[src/rtl/uart_pkg.sv]
// Shared UART byte types and the arbiter FSM encoding.
package uart_pkg;
   localparam int DATA_W = 8;

   typedef enum logic [1:0] {
      IDLE  = 2'd0,
      LOCK  = 2'd1,
      DRAIN = 2'd2
   } arb_state_t;

   typedef logic [DATA_W-1:0] tx_byte_t;
endpackage

[src/rtl/uart_tx_arbiter_if.sv]
// Requester-side byte streams plus the uart_tx byte port, grouped for the arbiter.
interface uart_tx_arbiter_if import uart_pkg::*; #(
   parameter int NREQ = 4
) ();
   localparam int IW = $clog2(NREQ);

   logic [NREQ-1:0]        req_valid;
   logic [NREQ*DATA_W-1:0] req_data;
   logic [NREQ-1:0]        req_last;
   logic [NREQ-1:0]        req_ready;
   logic                   tx_valid;
   tx_byte_t               tx_data;
   logic                   tx_ready;
   logic [IW-1:0]          grant_id;
   logic                   busy;

   modport master (
      input  req_valid, req_data, req_last, tx_ready,
      output req_ready, tx_valid, tx_data, grant_id, busy
   );

   modport slave (
      output req_valid, req_data, req_last, tx_ready,
      input  req_ready, tx_valid, tx_data, grant_id, busy
   );
endinterface

[src/rtl/rr_picker.sv]
// Rotate-priority encoder: first set request at or after ptr, wrapping modulo NREQ.
module rr_picker #(
   parameter  int NREQ = 4,
   localparam int IW   = $clog2(NREQ)
) (
   input  logic [NREQ-1:0] req,
   input  logic [IW-1:0]   ptr,
   output logic [IW-1:0]   idx,
   output logic            found
);
   int            pos;
   logic [IW-1:0] pos_idx;

   // Scan from the far end so the candidate nearest to ptr is written last and wins.
   always_comb begin
      idx     = '0;
      found   = 1'b0;
      pos     = 0;
      pos_idx = '0;
      for (int k = NREQ - 1; k >= 0; k--) begin
         pos = int'(ptr) + k;
         if (pos >= NREQ) pos = pos - NREQ;
         pos_idx = IW'(pos);
         if (req[pos_idx]) begin
            idx   = pos_idx;
            found = 1'b1;
         end
      end
   end
endmodule

[src/rtl/uart_tx_arbiter.sv]
// Round-robin, packet-locked arbiter feeding one uart_tx through a one-entry buffer;
// request to tx_valid is two cycles, and a stalled tx_ready stops accepts once the buffer is full.
module uart_tx_arbiter import uart_pkg::*; #(
   parameter int NREQ = 4,
   parameter int MAXB = 16
) (
   input  logic             clk,
   input  logic             rst,
   uart_tx_arbiter_if.master bus
);
   localparam int IW = $clog2(NREQ);

   arb_state_t    state, state_nxt;
   logic [IW-1:0] ptr, ptr_nxt;
   logic [IW-1:0] gnt, gnt_nxt;
   logic [7:0]    bcnt, bcnt_nxt;
   logic [IW-1:0] pick_idx;
   logic          pick_found;
   logic          accept, last_byte, hs;
   tx_byte_t      sel_data;

   rr_picker #(.NREQ(NREQ)) u_pick (
      .req   (bus.req_valid),
      .ptr   (ptr),
      .idx   (pick_idx),
      .found (pick_found)
   );

   assign hs        = bus.tx_valid && bus.tx_ready;
   // The buffer can take a byte when empty or when it is being emptied this same cycle.
   assign accept    = (state == LOCK) && bus.req_valid[gnt] && (!bus.tx_valid || bus.tx_ready);
   assign last_byte = bus.req_last[gnt] || (({1'b0, bcnt} + 9'd1) == 9'(MAXB));
   assign bus.grant_id = gnt;
   assign bus.busy     = (state != IDLE);

   always_comb begin
      bus.req_ready = '0;
      sel_data      = '0;
      for (int i = 0; i < NREQ; i++) begin
         if (gnt == IW'(i)) begin
            bus.req_ready[i] = accept;
            sel_data         = bus.req_data[i*DATA_W +: DATA_W];
         end
      end
   end

   always_comb begin
      state_nxt = state;
      gnt_nxt   = gnt;
      ptr_nxt   = ptr;
      bcnt_nxt  = bcnt;
      case (state)
         IDLE: begin
            if (pick_found) begin
               state_nxt = LOCK;
               gnt_nxt   = pick_idx;
               bcnt_nxt  = 8'd0;
            end
         end
         LOCK: begin
            if (accept) begin
               bcnt_nxt = bcnt + 8'd1;
               if (last_byte) state_nxt = DRAIN;
            end
         end
         DRAIN: begin
            // No reloads happen here, so any handshake empties the buffer.
            if (hs) begin
               state_nxt = IDLE;
               ptr_nxt   = (gnt == IW'(NREQ - 1)) ? '0 : gnt + 1'b1;
            end
         end
         default: state_nxt = IDLE;
      endcase
   end

   always_ff @(posedge clk or negedge rst) begin
      if (!rst) begin
         state <= IDLE;
         gnt   <= '0;
         ptr   <= '0;
         bcnt  <= 8'd0;
      end else begin
         state <= state_nxt;
         gnt   <= gnt_nxt;
         ptr   <= ptr_nxt;
         bcnt  <= bcnt_nxt;
      end
   end

   always_ff @(posedge clk or negedge rst) begin
      if (!rst) begin
         bus.tx_valid <= 1'b0;
         bus.tx_data  <= '0;
      end else if (accept) begin
         bus.tx_valid <= 1'b1;
         bus.tx_data  <= sel_data;
      end else if (hs) begin
         bus.tx_valid <= 1'b0;
      end
   end
endmodule
[src/flat_wrapper.sv]
// flat-port wrapper written by rule: the top's interface ports become plain ports
module uart_tx_arbiter_flat import uart_pkg::*;
#(
   parameter int NREQ = 4,
   parameter int MAXB = 16
)
  (clk, rst, bus_req_valid, bus_req_data, bus_req_last, bus_tx_ready, bus_req_ready, bus_tx_valid, bus_tx_data, bus_grant_id, bus_busy);
  uart_tx_arbiter_if #(.NREQ(NREQ)) bus_i ();
  input  logic clk;
  input  logic rst;
  input wire logic [$bits(bus_i.req_valid)-1:0] bus_req_valid;
  input wire logic [$bits(bus_i.req_data)-1:0] bus_req_data;
  input wire logic [$bits(bus_i.req_last)-1:0] bus_req_last;
  input wire logic [$bits(bus_i.tx_ready)-1:0] bus_tx_ready;
  output wire logic [$bits(bus_i.req_ready)-1:0] bus_req_ready;
  output wire logic [$bits(bus_i.tx_valid)-1:0] bus_tx_valid;
  output wire logic [$bits(bus_i.tx_data)-1:0] bus_tx_data;
  output wire logic [$bits(bus_i.grant_id)-1:0] bus_grant_id;
  output wire logic [$bits(bus_i.busy)-1:0] bus_busy;
  assign bus_i.req_valid = bus_req_valid;
  assign bus_i.req_data = bus_req_data;
  assign bus_i.req_last = bus_req_last;
  assign bus_i.tx_ready = bus_tx_ready;
  assign bus_req_ready = bus_i.req_ready;
  assign bus_tx_valid = bus_i.tx_valid;
  assign bus_tx_data = bus_i.tx_data;
  assign bus_grant_id = bus_i.grant_id;
  assign bus_busy = bus_i.busy;
  uart_tx_arbiter #(.NREQ(NREQ), .MAXB(MAXB)) u_core (.clk(clk), .rst(rst), .bus(bus_i));
endmodule
[config.mk]
export PLATFORM = sky130hd
export DESIGN_NAME = uart_tx_arbiter_flat
export DESIGN_NICKNAME = d
export VERILOG_FILES = /design/src/rtl/uart_pkg.sv /design/src/rtl/uart_tx_arbiter_if.sv /design/src/rtl/rr_picker.sv /design/src/rtl/uart_tx_arbiter.sv /design/src/flat_wrapper.sv
export SDC_FILE = /design/constraint.sdc
export NUM_CORES = 1
export LEC_CHECK = 0
export ABC_AREA = 1
export BUFFER_PORTS_ARGS = -buffer_cell sky130_fd_sc_hd__buf_2
export CAP_MARGIN = 0
export CORE_MARGIN = 3
export CORE_UTILIZATION = 50
export DETAILED_ROUTE_END_ITERATION = 10
export MAX_ROUTING_LAYER = met4
export PLACE_DENSITY = 0.8
export SETUP_SLACK_MARGIN = 0.15
export SYNTH_ARGS = -nofsm -noshare
export SYNTH_HDL_FRONTEND = slang
export SYNTH_SLANG_ARGS = --single-unit
[constraint.sdc]
create_clock -name clk -period 2.3 [get_ports clk]
set_input_delay 0.115 -clock clk [delete_from_list [all_inputs] [get_ports clk]]
set_output_delay 0.115 -clock clk [all_outputs]
set_load 0.02 [all_outputs]
==> impl_metrics.py <==
metrics = {
    "synthesis": {
        "synth_seq_cells": 23,
        "synth_cells": 250,
        "synth_top_area_cell": "dfrtp_1",
        "yosys_warnings": 0,
        "yosysSeqAreaShare": 0.331,
        "synth_nets": 299,
        "synth_area_per_cell_um2": 6.96,
        "synth.top_cell.area_share": 0.331,
        "synthTopCellsByArea": "dfrtp_1 33%, nand2_1 18%, inv_1 5.8%, o21ai_0 5.2%, mux2i_1 4.6%",
        "synth_area_mm2": 0.00174,
        "synthDistinctLibCells": 27,
    },
    "clocking": {
        "cts-buffers-inserted": 3,
        "clock_path_buffers": 2,
        "clock-sinks": 23,
        "htreeDepth": 1,
        "clk_latency_ps": 320,
        "cts_tree": "yes",
        "post_cts_buffers": 0,
        "clkTransAtPathRegs_ps": 140,
        "cts_root_buffer": "clkbuf_4",
    },
    "place": {
        "place_area_mm2": 0.00205,
        "portBuffers": 58,
        "dp_hpwl_um": 3280,
        "gp_congestion": 0.839,
        "place_ws_ps": 454,
    },
    "pwr": {
        "vdd_ir_drop_max_mv": 0.185,
        "clkPwrFrac": 0.284,
        "intPower_mw": 0.510,
        "switching_share": 0.246,
        "p_switching_mw": 0.167,
        "combPwrFrac": 0.118,
        "power_frac_seq": 0.598,
        "power.leakage_nw": 1.13,
        "power.density_cell_area_mw_per_mm2": 322,
    },
    "drt": {
        "wl_per_cell_um": 11.8,
        "routed_wl_um": 4160,
        "ant_nets": 0,
        "vias_per_cell": 5.11,
        "vias": 1795,
        "route.met2.wl_um": 2170,
        "drcViolationCount": 0,
        "wl_met1_um": 1780,
        "drtIter0Drc": 90,
        "wl_met3_um": 182,
        "highest_layer": "met4",
        "dr.pass1.iters": 4,
    },
    "die": {
        "die-area_mm2": 0.00423,
        "die_x_um": 65,
        "ioPinCount": 59,
        "rows": 20,
        "coreArea_mm2": 0.00318,
        "die_h_um": 65,
        "initial_utilization": 0.548,
    },
    "global_routing": {
        "grt_first_pass_wirelength_um": 7040,
        "grt.overflow.total": 0,
        "grt_pass1_vias": 1657,
        "grt_usage": 0.216,
        "grt_max_degree": 24,
        "antenna_found_initial": 0,
    },
    "timing": {
        "rsz0062_at_grt": "false",
        "worst_slew_pin_slew_ps": 519,
        "hold_viol_final": 0,
        "finalSetupViolations": 0,
        "min_period_over_period": 0.837,
        "max_slew_margin": 0.654,
        "skew_ps": 11.9,
        "min_period_ps": 1930,
        "final.setup.tns_ps": 0,
        "worst_slack_ps": 374,
        "slew_viol_final": 0,
        "holdWs_ps": 66.8,
        "fmaxAchievable_mhz": 519,
    },
    "cells_and_area": {
        "num-nets-final": 357,
        "multi_input_area_mm2": 0.00102,
        "seq_area_um2": 576,
        "layout_common_cells": "82 x nand2_1, 58 x buf_2, 27 x inv_1",
        "fillers": 316,
        "final_util": 0.660,
        "drive_above_1_share": 0.280,
        "stdcell_area_mm2": 0.00210,
        "antenna_cells": 0,
        "final_common_cell": "nand2_1",
        "area.growth.synth_to_final_pct": 20.6,
    },
    "setup_path": {
        "max_stage_delay_ps": 490,
        "critPathArrivalTime_ps": 1810,
        "required_ps": 2180,
        "critPathKind": "reg -> out",
        "ff2ff_path_depth": 7,
        "start_kind": "register",
        "critPathSlowestCell": "dfrtp_1",
        "cp-end-kind": "output pin",
        "cp_common_cell": "nor2_1",
        "critical-path-top-delay-family": "simple AND/OR/NAND/NOR gates",
        "critical_path_peak_fanout": 21,
        "r2r_setup_slack_ps": 390,
        "path_cells": "inv_1 > nor2_1 > o21ai_1 > nand2_1 > nand3_4 > nor2_1 > buf_2",
        "r2r-end": "u_core.bus.tx_data[6]",
        "crit_buf_inv": 2,
        "r2r-start": "u_core.bus.grant_id[1]",
    },
    "status": {
        "status": "complete, no violations",
    },
    "worst_hold_path": {
        "hold_end": "u_core.bus.tx_data[7]",
        "hold_depth": 3,
        "hp-class": "in -> reg",
        "hp-start": "bus_req_data[31]",
    },
    "job": {
        "cap_violations": 0,
    },
}
-- worst reg2reg max path, stage by stage, from the launching register on --
cell	delay (ps)
dfrtp_1	490
inv_1	150
ha_1	330
nor2_2	310
a22oi_1	100
o21ai_0	150
mux2i_1	100
o21ai_0	200
-- sequential cells by signal, indices dropped and copies added (netlist names) --
name	cells
u_core.ptr	2
u_core.bus.grant_id	2
u_core.bus.tx_valid	1
u_core.bcnt	8
u_core.bus.tx_data	8
u_core.state	2
-- per-stage QoR --
stage                     std cells  total power [mW]
after floorplan                 250             0.441
after global placement          346             0.490
after detailed placement        346             0.491
after CTS                       351             0.678
after global routing            351             0.707
final                           351             0.676
-- worst max path at each step --
stage	from	end	slack (ps)	cells past startpoint
after floorplan	u_core.bus.grant_id[0]	bus_req_ready[2]	510	6
after global placement	u_core.bus.grant_id[1]	u_core.bus.tx_data[3]	460	7
after detailed placement	u_core.bus.grant_id[1]	u_core.bus.tx_data[5]	450	7
after CTS	u_core.bus.grant_id[1]	bus_req_ready[3]	240	7
after global routing	u_core.bus.grant_id[1]	bus_req_ready[2]	180	7
final	u_core.bus.grant_id[1]	bus_req_ready[3]	370	7
-- kinds of logic (layout without fill, tap and decap cells) --
family                   Yosys count  count (layout)  synth area share
AO/OA/AOI/OAI                     47              47             0.166
adder cells (fa/ha/maj)            6               6            0.0431
buffers and inverters             36              93            0.0884
flip-flops                        23              23             0.331
multiplexers                       8               8            0.0460
AND/OR/NAND/NOR                  130             130             0.326
-- area by class of cell --
type	count	share of cell area
sequential	23	0.274
timing repair buffer	60	0.147
clock inverter	1	0.00239
tap	44	0.0262
clock buffer	3	0.0107
inverter	29	0.0531
multi-input combinational	191	0.487
-- synth_stat cells --
master	count
inv_1	27
nand2_1	82
nor2_4	1
a22oi_1	9
nand2_4	2
o21ai_1	6
nand3_1	11
buf_4	2
o21ai_0	18
inv_4	1
ha_1	6
a21oi_1	6
nand4_1	3
clkbuf_1	3
nand3_2	2
inv_2	1
o21ai_2	6
nor3_1	2
buf_6	1
buf_2	1
a31oi_1	1
dfrtp_1	23
nand2_2	7
nor2_2	1
mux2i_1	8
nor2_1	19
o22ai_2	1
-- metal layers --
metal | GRT usage | up-vias
met1 | 0.265 | 824
met2 | 0.384 | 44
met5 | - | -
met4 | 0.0475 | 0
met3 | 0.0208 | 4
li1 | - | 923
-- power groups by stage --
stage / sequential (mW) / combinational, mW / clock [mW]
finish: 0.404 / 0.0799 / 0.192
detailed placement: 0.412 / 0.0789 / 0
global placement: 0.412 / 0.0779 / 0
CTS: 0.404 / 0.0804 / 0.193
floorplan: 0.412 / 0.0289 / 0
global route: 0.405 / 0.0910 / 0.211
-- what timing repair did --
item                                   4_1_cts  5_1_grt
hold buffers                                 1        0
endpoints found under the hold margin       23        0
setup endpoints to repair                    0        4
gates resized for setup                      0        2
(Power assumes the default switching activity.)
